$ cat config.mk
export PLATFORM = sky130hd
export DESIGN_NAME = pipeline_ctrl_flat
export DESIGN_NICKNAME = d
export VERILOG_FILES = /design/src/rtl/pipeline_ctrl_if.sv /design/src/rtl/pipeline_ctrl.sv /design/src/flat_wrapper.sv
export SDC_FILE = /design/constraint.sdc
export NUM_CORES = 1
export LEC_CHECK = 0
export BUFFER_PORTS_ARGS = -buffer_cell sky130_fd_sc_hd__buf_4
export CORE_AREA = 2 2 68 70
export CTS_BUF_LIST = sky130_fd_sc_hd__clkbuf_16
export CTS_CLUSTER_SIZE = 25
export DETAILED_ROUTE_END_ITERATION = 8
export DIE_AREA = 0 0 70 72
export GPL_ROUTABILITY_DRIVEN = 0
export MAX_ROUTING_LAYER = met4
export PLACE_DENSITY = 0.74
export SYNTH_ARGS = -nofsm -noshare
export SYNTH_HDL_FRONTEND = slang
export SYNTH_SLANG_ARGS = --single-unit
$ cat constraint.sdc
create_clock -name CLK -period 2.6 [get_ports CLK]
set_input_delay 0.13 -clock CLK [delete_from_list [all_inputs] [get_ports CLK]]
set_output_delay 0.13 -clock CLK [all_outputs]
set_load 0.03 [all_outputs]
$ cat src/rtl/pipeline_ctrl_if.sv
// ----------------------------------------------------------------------------
// pipeline_ctrl_if
// Bundle of hazard/status inputs and latch-control outputs exchanged between
// the five-stage pipeline datapath and its central sequencing unit.
//
// Signals (datapath -> controller):
//   ihit, dhit             memory port completion for fetch / data access
//   mem_dREN, mem_dWEN     MEM-stage load / store
//   mem_pcsrc, mem_halt    MEM-stage redirect / halt
//   ex_dREN, ex_wsel       EX-stage load and its destination register
//   id_rs, id_rt,
//   id_uses_rt             ID-stage source registers
// Signals (controller -> datapath):
//   pc_en                  PC update enable
//   xl_en, xl_flush        enable/flush for fetch, decode, execute, memory latches
//   halt                   sticky halted indication
//   stall_cnt, flush_cnt   saturating performance counters
//
// Modports: master = datapath side, slave = controller side.
// ----------------------------------------------------------------------------
interface pipeline_ctrl_if #(
    parameter int CNT_W = 16
);
    logic             ihit;
    logic             dhit;
    logic             mem_dREN;
    logic             mem_dWEN;
    logic             mem_pcsrc;
    logic             mem_halt;
    logic             ex_dREN;
    logic [4:0]       ex_wsel;
    logic [4:0]       id_rs;
    logic [4:0]       id_rt;
    logic             id_uses_rt;

    logic             pc_en;
    logic             fl_en;
    logic             fl_flush;
    logic             dl_en;
    logic             dl_flush;
    logic             el_en;
    logic             el_flush;
    logic             ml_en;
    logic             ml_flush;
    logic             halt;
    logic [CNT_W-1:0] stall_cnt;
    logic [CNT_W-1:0] flush_cnt;

    modport master (
        output ihit, dhit, mem_dREN, mem_dWEN, mem_pcsrc, mem_halt,
               ex_dREN, ex_wsel, id_rs, id_rt, id_uses_rt,
        input  pc_en, fl_en, fl_flush, dl_en, dl_flush, el_en, el_flush,
               ml_en, ml_flush, halt, stall_cnt, flush_cnt
    );

    modport slave (
        input  ihit, dhit, mem_dREN, mem_dWEN, mem_pcsrc, mem_halt,
               ex_dREN, ex_wsel, id_rs, id_rt, id_uses_rt,
        output pc_en, fl_en, fl_flush, dl_en, dl_flush, el_en, el_flush,
               ml_en, ml_flush, halt, stall_cnt, flush_cnt
    );
endinterface

$ cat src/rtl/pipeline_ctrl.sv
// ----------------------------------------------------------------------------
// pipeline_ctrl
// Central sequencing unit for the five-stage pipeline. Produces enable/flush
// for the fetch, decode, execute and memory latches plus the PC enable,
// arbitrates the shared memory port between fetch and data access, inserts
// load-use bubbles, squashes wrong-path work on redirect and drains the pipe
// on halt. Keeps saturating stall and redirect counters.
//
// Ports:
//   CLK      system clock
//   RST      asynchronous reset, active-high; forces every output to 0
//   ctrlBus  pipeline_ctrl_if.slave (hazard inputs, latch-control outputs)
// ----------------------------------------------------------------------------
module pipeline_ctrl #(
    parameter int CNT_W = 16
) (
    input  logic            CLK,
    input  logic            RST,
    pipeline_ctrl_if.slave  ctrlBus
);

    typedef enum logic [1:0] {
        RUN    = 2'd0,
        DWAIT  = 2'd1,
        HALTED = 2'd2
    } state_t;

    state_t           r_state;
    state_t           w_nextState;
    logic [CNT_W-1:0] r_stallCnt;
    logic [CNT_W-1:0] r_flushCnt;

    logic w_memop;
    logic w_loadUse;
    logic w_stallInc;
    logic w_flushInc;

    logic w_pcEn;
    logic w_flEn;
    logic w_flFlush;
    logic w_dlEn;
    logic w_dlFlush;
    logic w_elEn;
    logic w_elFlush;
    logic w_mlEn;
    logic w_mlFlush;
    logic w_halt;

    assign w_memop   = ctrlBus.mem_dREN | ctrlBus.mem_dWEN;

    // A load in EX feeding a source of the ID instruction needs one bubble;
    // x0 is hardwired so it never creates a dependency.
    assign w_loadUse = ctrlBus.ex_dREN && (ctrlBus.ex_wsel != 5'd0) &&
                       ((ctrlBus.ex_wsel == ctrlBus.id_rs) ||
                        (ctrlBus.id_uses_rt && (ctrlBus.ex_wsel == ctrlBus.id_rt)));

    // Latch controls, next state and counter increments, decoded from the
    // current state and this cycle's hazards. Default is a full freeze.
    always_comb begin
        w_nextState = r_state;
        w_stallInc  = 1'b0;
        w_flushInc  = 1'b0;
        w_pcEn      = 1'b0;
        w_flEn      = 1'b0;
        w_flFlush   = 1'b0;
        w_dlEn      = 1'b0;
        w_dlFlush   = 1'b0;
        w_elEn      = 1'b0;
        w_elFlush   = 1'b0;
        w_mlEn      = 1'b0;
        w_mlFlush   = 1'b0;
        w_halt      = 1'b0;

        case (r_state)
            RUN: begin
                if (ctrlBus.mem_halt) begin
                    // Let halt retire from MEM, squash everything behind it.
                    w_mlEn      = 1'b1;
                    w_flFlush   = 1'b1;
                    w_dlFlush   = 1'b1;
                    w_elFlush   = 1'b1;
                    w_nextState = HALTED;
                end else if (w_memop && !ctrlBus.dhit) begin
                    w_stallInc  = 1'b1;
                    w_nextState = DWAIT;
                end else if (w_memop) begin
                    // Data owned the memory port, so fetch gets a bubble.
                    w_dlEn    = 1'b1;
                    w_elEn    = 1'b1;
                    w_mlEn    = 1'b1;
                    w_flFlush = 1'b1;
                    if (ctrlBus.mem_pcsrc) begin
                        w_pcEn     = 1'b1;
                        w_dlEn     = 1'b0;
                        w_dlFlush  = 1'b1;
                        w_elEn     = 1'b0;
                        w_elFlush  = 1'b1;
                        w_flushInc = 1'b1;
                    end
                end else if (ctrlBus.mem_pcsrc) begin
                    w_pcEn     = 1'b1;
                    w_flFlush  = 1'b1;
                    w_dlFlush  = 1'b1;
                    w_elFlush  = 1'b1;
                    w_mlEn     = 1'b1;
                    w_flushInc = 1'b1;
                end else if (w_loadUse) begin
                    // Hold fetch/decode, push a bubble into execute.
                    w_dlFlush  = 1'b1;
                    w_elEn     = 1'b1;
                    w_mlEn     = 1'b1;
                    w_stallInc = 1'b1;
                end else if (!ctrlBus.ihit) begin
                    w_flFlush  = 1'b1;
                    w_dlEn     = 1'b1;
                    w_elEn     = 1'b1;
                    w_mlEn     = 1'b1;
                    w_stallInc = 1'b1;
                end else begin
                    w_pcEn = 1'b1;
                    w_flEn = 1'b1;
                    w_dlEn = 1'b1;
                    w_elEn = 1'b1;
                    w_mlEn = 1'b1;
                end
            end

            DWAIT: begin
                // Fetch status is irrelevant here: data still holds the port.
                if (!ctrlBus.dhit) begin
                    w_stallInc = 1'b1;
                end else begin
                    w_dlEn      = 1'b1;
                    w_elEn      = 1'b1;
                    w_mlEn      = 1'b1;
                    w_flFlush   = 1'b1;
                    w_nextState = RUN;
                    if (ctrlBus.mem_pcsrc) begin
                        w_pcEn     = 1'b1;
                        w_dlEn     = 1'b0;
                        w_dlFlush  = 1'b1;
                        w_elEn     = 1'b0;
                        w_elFlush  = 1'b1;
                        w_flushInc = 1'b1;
                    end
                end
            end

            HALTED: begin
                w_halt = 1'b1;
            end

            default: begin
                w_nextState = RUN;
            end
        endcase
    end

    // State and saturating counters.
    always_ff @(posedge CLK or posedge RST) begin
        if (RST) begin
            r_state    <= RUN;
            r_stallCnt <= '0;
            r_flushCnt <= '0;
        end else begin
            r_state <= w_nextState;
            if (w_stallInc && (r_stallCnt != '1)) begin
                r_stallCnt <= r_stallCnt + 1'b1;
            end
            if (w_flushInc && (r_flushCnt != '1)) begin
                r_flushCnt <= r_flushCnt + 1'b1;
            end
        end
    end

    // Reset masks every output immediately, even mid-operation.
    assign ctrlBus.pc_en     = w_pcEn    & ~RST;
    assign ctrlBus.fl_en     = w_flEn    & ~RST;
    assign ctrlBus.fl_flush  = w_flFlush & ~RST;
    assign ctrlBus.dl_en     = w_dlEn    & ~RST;
    assign ctrlBus.dl_flush  = w_dlFlush & ~RST;
    assign ctrlBus.el_en     = w_elEn    & ~RST;
    assign ctrlBus.el_flush  = w_elFlush & ~RST;
    assign ctrlBus.ml_en     = w_mlEn    & ~RST;
    assign ctrlBus.ml_flush  = w_mlFlush & ~RST;
    assign ctrlBus.halt      = w_halt    & ~RST;
    assign ctrlBus.stall_cnt = RST ? '0 : r_stallCnt;
    assign ctrlBus.flush_cnt = RST ? '0 : r_flushCnt;

endmodule

$ cat src/flat_wrapper.sv
// flat-port wrapper written by rule: the top's interface ports become plain ports
module pipeline_ctrl_flat 
#(
    parameter int CNT_W = 16
)
  (CLK, RST, ctrlBus_ihit, ctrlBus_dhit, ctrlBus_mem_dREN, ctrlBus_mem_dWEN, ctrlBus_mem_pcsrc, ctrlBus_mem_halt, ctrlBus_ex_dREN, ctrlBus_ex_wsel, ctrlBus_id_rs, ctrlBus_id_rt, ctrlBus_id_uses_rt, ctrlBus_pc_en, ctrlBus_fl_en, ctrlBus_fl_flush, ctrlBus_dl_en, ctrlBus_dl_flush, ctrlBus_el_en, ctrlBus_el_flush, ctrlBus_ml_en, ctrlBus_ml_flush, ctrlBus_halt, ctrlBus_stall_cnt, ctrlBus_flush_cnt);
  pipeline_ctrl_if #(.CNT_W(CNT_W)) ctrlBus_i ();
  input  logic CLK;
  input  logic RST;
  input wire logic [$bits(ctrlBus_i.ihit)-1:0] ctrlBus_ihit;
  input wire logic [$bits(ctrlBus_i.dhit)-1:0] ctrlBus_dhit;
  input wire logic [$bits(ctrlBus_i.mem_dREN)-1:0] ctrlBus_mem_dREN;
  input wire logic [$bits(ctrlBus_i.mem_dWEN)-1:0] ctrlBus_mem_dWEN;
  input wire logic [$bits(ctrlBus_i.mem_pcsrc)-1:0] ctrlBus_mem_pcsrc;
  input wire logic [$bits(ctrlBus_i.mem_halt)-1:0] ctrlBus_mem_halt;
  input wire logic [$bits(ctrlBus_i.ex_dREN)-1:0] ctrlBus_ex_dREN;
  input wire logic [$bits(ctrlBus_i.ex_wsel)-1:0] ctrlBus_ex_wsel;
  input wire logic [$bits(ctrlBus_i.id_rs)-1:0] ctrlBus_id_rs;
  input wire logic [$bits(ctrlBus_i.id_rt)-1:0] ctrlBus_id_rt;
  input wire logic [$bits(ctrlBus_i.id_uses_rt)-1:0] ctrlBus_id_uses_rt;
  output wire logic [$bits(ctrlBus_i.pc_en)-1:0] ctrlBus_pc_en;
  output wire logic [$bits(ctrlBus_i.fl_en)-1:0] ctrlBus_fl_en;
  output wire logic [$bits(ctrlBus_i.fl_flush)-1:0] ctrlBus_fl_flush;
  output wire logic [$bits(ctrlBus_i.dl_en)-1:0] ctrlBus_dl_en;
  output wire logic [$bits(ctrlBus_i.dl_flush)-1:0] ctrlBus_dl_flush;
  output wire logic [$bits(ctrlBus_i.el_en)-1:0] ctrlBus_el_en;
  output wire logic [$bits(ctrlBus_i.el_flush)-1:0] ctrlBus_el_flush;
  output wire logic [$bits(ctrlBus_i.ml_en)-1:0] ctrlBus_ml_en;
  output wire logic [$bits(ctrlBus_i.ml_flush)-1:0] ctrlBus_ml_flush;
  output wire logic [$bits(ctrlBus_i.halt)-1:0] ctrlBus_halt;
  output wire logic [$bits(ctrlBus_i.stall_cnt)-1:0] ctrlBus_stall_cnt;
  output wire logic [$bits(ctrlBus_i.flush_cnt)-1:0] ctrlBus_flush_cnt;
  assign ctrlBus_i.ihit = ctrlBus_ihit;
  assign ctrlBus_i.dhit = ctrlBus_dhit;
  assign ctrlBus_i.mem_dREN = ctrlBus_mem_dREN;
  assign ctrlBus_i.mem_dWEN = ctrlBus_mem_dWEN;
  assign ctrlBus_i.mem_pcsrc = ctrlBus_mem_pcsrc;
  assign ctrlBus_i.mem_halt = ctrlBus_mem_halt;
  assign ctrlBus_i.ex_dREN = ctrlBus_ex_dREN;
  assign ctrlBus_i.ex_wsel = ctrlBus_ex_wsel;
  assign ctrlBus_i.id_rs = ctrlBus_id_rs;
  assign ctrlBus_i.id_rt = ctrlBus_id_rt;
  assign ctrlBus_i.id_uses_rt = ctrlBus_id_uses_rt;
  assign ctrlBus_pc_en = ctrlBus_i.pc_en;
  assign ctrlBus_fl_en = ctrlBus_i.fl_en;
  assign ctrlBus_fl_flush = ctrlBus_i.fl_flush;
  assign ctrlBus_dl_en = ctrlBus_i.dl_en;
  assign ctrlBus_dl_flush = ctrlBus_i.dl_flush;
  assign ctrlBus_el_en = ctrlBus_i.el_en;
  assign ctrlBus_el_flush = ctrlBus_i.el_flush;
  assign ctrlBus_ml_en = ctrlBus_i.ml_en;
  assign ctrlBus_ml_flush = ctrlBus_i.ml_flush;
  assign ctrlBus_halt = ctrlBus_i.halt;
  assign ctrlBus_stall_cnt = ctrlBus_i.stall_cnt;
  assign ctrlBus_flush_cnt = ctrlBus_i.flush_cnt;
  pipeline_ctrl #(.CNT_W(CNT_W)) u_core (.CLK(CLK), .RST(RST), .ctrlBus(ctrlBus_i));
endmodule
==> results of run 1 <==
[power breakdown]
group          switching [mW]  internal (mW)
Combinational          0.0966         0.0833
Clock                   0.207          0.349
Sequential             0.0368          0.553
[layer usage]
layer / wire length [µm] / vias to the layer above / global-route usage
met4: 27 / 0 / 0.0449
met3: 174 / 5 / 0.0333
met2: 2360 / 41 / 0.335
li1: - / 913 / -
met1: 1960 / 877 / 0.241
met5: 0 / - / -
[worst min-delay path by stage]
stage	from	endpoint	slack, ns
floorplan	ctrlBus_mem_pcsrc	ctrlBus_dl_en	0.37
global placement	ctrlBus_mem_halt	u_core.r_state[1]	0.43
detailed placement	ctrlBus_mem_halt	u_core.r_state[1]	0.43
CTS	ctrlBus_mem_halt	u_core.r_state[1]	0.15
global route	ctrlBus_mem_halt	u_core.r_state[1]	0.18
finish	ctrlBus_mem_halt	u_core.r_state[1]	0.15
[layout by cell type (no fill, tap or decap), types with 3 or more instances in the layout]
| cell | count |
|---|---|
| a21oi_1 | 5 |
| and3_1 | 6 |
| buf_4 | 67 |
| clkbuf_16 | 5 |
| dfrtp_1 | 34 |
| inv_1 | 4 |
| nand2_1 | 16 |
| nand3_1 | 12 |
| nand4_1 | 10 |
| nor2_1 | 12 |
| nor2b_1 | 33 |
| nor3_1 | 7 |
| nor4_1 | 3 |
| xnor2_1 | 26 |
| xor2_1 | 13 |
[critical path, delay by kind of cell, from the launching register on]
kind / cells / cell delay [ns]
fa+ha+maj: 1 / 0.23
compound gates: 1 / 0.31
flops: 1 / 0.46
buf+inv: 1 / 0.10
simple gates: 3 / 0.79
mux: 1 / 0.30
[cell families after synthesis]
logic type      Yosys count  share of synthesized area
xor+xnor                 40                      0.168
mux                       2                     0.0106
simple gates            113                      0.310
compound gates           20                     0.0669
buf+inv                  13                     0.0328
flops                    34                      0.399
fa+ha+maj                 2                     0.0117
other cells               1                    0.00176
[layout make-up]
| type | instances | area (µm²) | share of cell area |
|---|---|---|---|
| well taps | 52 | 65.1 | 0.0233 |
| clock buffers | 5 | 125 | 0.0449 |
| flip-flops and latches | 34 | 851 | 0.305 |
| repair buffers | 67 | 503 | 0.180 |
| multi-input cells | 178 | 1210 | 0.435 |
| inverters | 4 | 15.0 | 0.00539 |
| clock inverters | 3 | 16.3 | 0.00583 |
[through the flow]
step | utilization | instance area, µm² | setup WS [ns] | hold WS [ns]
after floorplan | - | 2130 | 0.100 | 0.374
after CTS | 0.654 | 2790 | 0.232 | 0.149
final | 0.654 | 2790 | 0.286 | 0.152
after detailed placement | 0.621 | 2650 | 0.289 | 0.426
after global placement | 0.621 | 2650 | 0.329 | 0.429
after global routing | 0.654 | 2790 | 0.121 | 0.184
[state kept, by name (all words and copies together) (netlist names)]
name	cells
u_core.r_stallCnt	16
u_core.r_state	2
u_core.r_flushCnt	16
==> flow_summary_export.csv, run 1 <==
group,metric,value,unit
run_status,outcome,"complete, no violations",
layout,fin_nets,317,
place,placed_cells,335,
logic_synthesis,synth_top_cell_by_area,"dfrtp_1",
layout,antenna_cells,0,
clocking,ctsResizeCount,0,
clocking,clkTransAtPathRegs,0.05,ns
power_and_ir_drop,p_total,1.33,mW
logic_synthesis,ys_seq_area_frac,0.399,
routing,ant_nets,0,
logic_synthesis,synthArstFlopShare,1.00,
layout,final_cells,343,
logic_synthesis,ys.flop_type,"dfrtp_1",
place,portBuffers,65,
power_and_ir_drop,p_leak,1.28,nW
worst_setup_path,endpoint,"u_core.r_stallCnt[1]",
routing,dr_total_vias,1836,
logic_synthesis,yosysMostFrequentCell,"dfrtp_1",
timing,slew_viol_final,0,
floorplan,dieArea,0.00504,mm²
clocking,cts_buffer_depth,2,
grt,gr-total-overflow,0,
timing,fin_crit_sh,0.890,
worst_setup_path,crit_type,"reg2reg",
worst_setup_path,slowest_stage,"nor4bb_1",
logic_synthesis,ys_seq_elements,34,
power_and_ir_drop,power.density,475,mW/mm²
worst_setup_path,reg2reg_slack,0.29,ns
worst_setup_path,crit_fanout,14,
layout,fill_cells,370,
logic_synthesis,yosysWarnings,0,
timing,maxSlewHeadroom,0.631,
timing,setup_tns,0,ns
timing,layout_min_cycle_time,2.31,ns
logic_synthesis,avgSynthCellArea,9.48,µm²
timing,fmax,432,MHz
worst_hold_path,holdCritPathClass,"in2reg",
grt,grt_first_pass_wirelength,7.85,mm
clocking,cts_buffers,5,
run,max_cap_viol_count,0,
timing,setup_viol,0,
worst_setup_path,crit_required,2.76,ns
clocking,insertion_delay,0.27,ns
worst_setup_path,cp-end-kind,"register",
worst_hold_path,hold_path_depth,3,
floorplan,io_pins,67,
power_and_ir_drop,peakVddDrop,0.469,mV
grt,grt_max_degree,39,
routing,drt_wl_total,4.51,mm
floorplan,coreArea,0.00426,mm²
logic_synthesis,syn_inst,225,
worst_setup_path,critical_path.startpoint,"u_core.r_stallCnt[0]",
floorplan,die_h,72,µm
logic_synthesis,netlist_top_cells_count,"dfrtp_1 (34), nor2b_1 (33), xnor2_1 (26)",
layout,drive_above_1_share,0.292,
timing,final_hold_viol_count,0,
layout,synthToLayoutAreaGrowth,30.7,%
worst_setup_path,crit_path_max_incr_delay,0.52,ns
floorplan,die_w,70,µm
logic_synthesis,syn_nets,252,
timing,finClkSkew,0.00387,ns
logic_synthesis,synth_area,0.00213,mm²
worst_setup_path,r2r_end,"u_core.r_stallCnt[1]",
clocking,cts_tree,"done",
logic_synthesis,yosys-top-cells-area,"dfrtp_1 (40%), xnor2_1 (11%), nor2b_1 (9.7%)",
routing,drt_iter0_drc,202,
routing,wl_per_cell,13.2,µm
logic_synthesis,synth_edf_count,0,
floorplan,rows,24,
floorplan,start_util,0.500,
worst_setup_path,r2r-start,"u_core.r_stallCnt[0]",
grt,antenna_found_initial,0,
grt,track_usage,0.194,
worst_setup_path,ff2ff_path_depth,7,
clocking,htree_num_levels,2,
clocking,post-cts-setup-buffers,0,
logic_synthesis,synth_cell_types,43,
timing,rsz0062_at_grt,"no",
grt,grt_pass1_vias,1756,
routing,drc,0,
routing,avgViaCountPerCell,5.35,
clocking,cts.sinks,34,
logic_synthesis,yosys.area.top_type_share,0.399,
timing,worst_slew_pin_slew,0.547,ns
worst_setup_path,cp-start-kind,"register",
clocking,cts_root_buffer,"clkbuf_16",
clocking,ctsHoldBuffers,0,
routing,drt_pre_antenna_iters,4,
worst_setup_path,cp.arrival,2.47,ns
place,dp_hpwl,3.38,mm
worst_setup_path,cp_cell_sequence,"ha_1 -> nand3_1 -> nor4bb_1 -> inv_1 -> a21oi_1 -> nand2_4 -> mux2_2",
(Power assumes the default switching activity.)
==> run 2: changes to the inputs <==
--- a/config.mk
+++ b/config.mk
@@ -12,7 +12,6 @@
 export DETAILED_ROUTE_END_ITERATION = 8
 export DIE_AREA = 0 0 70 72
 export GPL_ROUTABILITY_DRIVEN = 0
-export MAX_ROUTING_LAYER = met4
 export PLACE_DENSITY = 0.74
 export SYNTH_ARGS = -nofsm -noshare
 export SYNTH_HDL_FRONTEND = slang
==> run 2 against run 1 <==
  * Worst setup slack worse by 0.0031 ns
  * Clock skew hardly changed
  * Sequential share of layout area stayed put
  * Non-clock buffer count stayed put
  * Die area stayed put
  * Global-route usage is 0.57 points lower
  * Flip-flop and latch count stayed put
  * Maximum frequency is 0.13% lower
  * Design area stayed put
  * Clock power hardly changed
  * Utilization stayed put
  * Critical endpoint unchanged
  * Largest power group unchanged
==> flow_summary_export.csv, run 2 (synthesis results as in run 1) <==
group,metric,value,unit
power_and_ir_drop,power.density,476,mW/mm²
timing,slew_viol_final,0,
worst_setup_path,crit_buf_inv,1,
timing,worst_slew_pin_slew,0.546,ns
grt,antenna_found_initial,0,
layout,antenna_cells,0,
grt,grt_pass1_vias,1759,
floorplan,io_pins,67,
power_and_ir_drop,peakVddDrop,0.469,mV
routing,drt_wl_total,4.54,mm
place,portBuffers,65,
layout,final_common_cell,"buf_4",
grt,grt_first_pass_wirelength,7.85,mm
place,post-place-ws,0.289,ns
timing,fin_crit_sh,0.891,
clocking,cts.sinks,34,
place,dp_hpwl,3.38,mm
routing,dr_total_vias,1832,
grt,gr-total-overflow,0,
worst_setup_path,crit_required,2.76,ns
power_and_ir_drop,pwr-share-seq,0.445,
power_and_ir_drop,combPwrFrac,0.136,
power_and_ir_drop,p_sw_frac,0.257,
timing,setup_tns,0,ns
layout,fin_nets,317,
timing,rsz0062_at_grt,"no",
routing,wl_per_cell,13.2,µm
clocking,insertion_delay,0.27,ns
grt,grt_max_degree,39,
clocking,cts_tree,"done",
worst_setup_path,slowest_stage,"nor4bb_1",
floorplan,rows,24,
clocking,cts_buffers,5,
clocking,cts_buffer_depth,2,
worst_setup_path,critical_path.top_delay_family,"simple AND/OR/NAND/NOR gates",
clocking,clkTransAtPathRegs,0.05,ns
worst_setup_path,crit_fanout,14,
worst_setup_path,cp_cell_sequence,"ha_1 -> nand3_1 -> nor4bb_1 -> inv_1 -> a21oi_1 -> nand2_4 -> mux2_2",
floorplan,coreArea,0.00426,mm²
worst_setup_path,cp-start-kind,"register",
power_and_ir_drop,p_leak,1.28,nW
power_and_ir_drop,netSwitchingPower,0.340,mW
floorplan,die_w,70,µm
timing,maxSlewHeadroom,0.631,
run,max_cap_viol_count,0,
timing,fmax,432,MHz
clocking,cts_root_buffer,"clkbuf_16",
floorplan,start_util,0.500,
clocking,post-cts-setup-buffers,0,
layout,final_cell_mix,"buf_4 (67), dfrtp_1 (34), nor2b_1 (33)",
clocking,ctsResizeCount,0,
timing,worst_slack,0.283,ns
power_and_ir_drop,p_int,0.985,mW
worst_setup_path,crit_type,"reg2reg",
timing,setup_viol,0,
routing,avgViaCountPerCell,5.34,
timing,finClkSkew,0.00400,ns
run_status,outcome,"complete, no violations",
timing,layout_min_cycle_time,2.32,ns
floorplan,die_h,72,µm
layout,synthToLayoutAreaGrowth,30.7,%
clocking,htree_num_levels,2,
worst_setup_path,cp.arrival,2.47,ns
worst_setup_path,crit_path_max_incr_delay,0.52,ns
timing,final_hold_viol_count,0,
grt,track_usage,0.189,
clocking,ctsHoldBuffers,0,
routing,drt_iter0_drc,167,
power_and_ir_drop,p_clk_frac,0.419,
routing,ant_nets,0,
floorplan,dieArea,0.00504,mm²
layout,drive_above_1_share,0.292,
routing,drt_pre_antenna_iters,4,
worst_setup_path,cp-end-kind,"register",
routing,drc,0,
layout,top_regs,"u_core.r_flushCnt: 16 flops, u_core.r_stallCnt: 16 flops, u_core.r_state: 2 flops",
worst_hold_path,holdCritPathClass,"in2reg",
==> run 2: cell counts in the layout (fill, tap and decap cells not counted) <==
Identical to the previous run, type by type.
==> run 2: path summary, 6_finish.rpt <==
kind	start	end	slack, ns	depth (start not counted)
worst max-delay path	u_core.r_stallCnt[0]	u_core.r_stallCnt[1]	0.28	7
worst min-delay path	ctrlBus_mem_halt	u_core.r_state[1]	0.16	3
worst max register to register	u_core.r_stallCnt[0]	u_core.r_stallCnt[1]	0.28	7
worst min register to register	u_core.r_stallCnt[15]	u_core.r_stallCnt[15]	0.48	1
max in group asynchronous	RST	u_core.r_flushCnt[12]	2.08	3
min in group asynchronous	RST	u_core.r_flushCnt[9]	0.21	3
==> run 2: power groups by stage <==
| stage | Combinational (mW) | Sequential, mW | Clock (mW) |
|---|---|---|---|
| CTS | 0.183 | 0.590 | 0.566 |
| global placement | 0.178 | 0.598 | 0 |
| finish | 0.180 | 0.590 | 0.556 |
| floorplan | 0.111 | 0.591 | 0 |
| global route | 0.198 | 0.594 | 0.587 |
| detailed placement | 0.182 | 0.599 | 0 |
==> run 2: layer usage <==
layer,global-route usage,up-vias,wire length [µm]
li1,-,914,-
met1,0.240,874,2010
met2,0.335,37,2340
met3,0.0347,7,157
met4,0.0449,0,38
met5,0,-,0
==> run 2: final cells by class <==
type | count | area (µm²)
Fill cell | 370 | 1480
Multi-Input combinational cell | 178 | 1210
Sequential cell | 34 | 851
Timing Repair Buffer | 67 | 503
Clock buffer | 5 | 125
Tap cell | 52 | 65.1
Clock inverter | 3 | 16.3
Inverter | 4 | 15.0
==> run 2: tightest hold or removal path, stage by stage <==
cell	delay, ns
buf_4	0.13
nor2_1	0.05
nor2_1	0.08
==> run 2: stage by stage <==
stage | std cells | power, mW | hold slack, ns | utilization | cell area [µm²]
2_1_floorplan | 225 | 0.702 | 0.374 | - | 2130
3_3_place_gp | 335 | 0.776 | 0.429 | 0.621 | 2650
3_5_place_dp | 335 | 0.781 | 0.426 | 0.621 | 2650
4_1_cts | 343 | 1.34 | 0.149 | 0.654 | 2790
5_1_grt | 343 | 1.38 | 0.184 | 0.654 | 2790
6_report | 343 | 1.33 | 0.156 | 0.654 | 2790
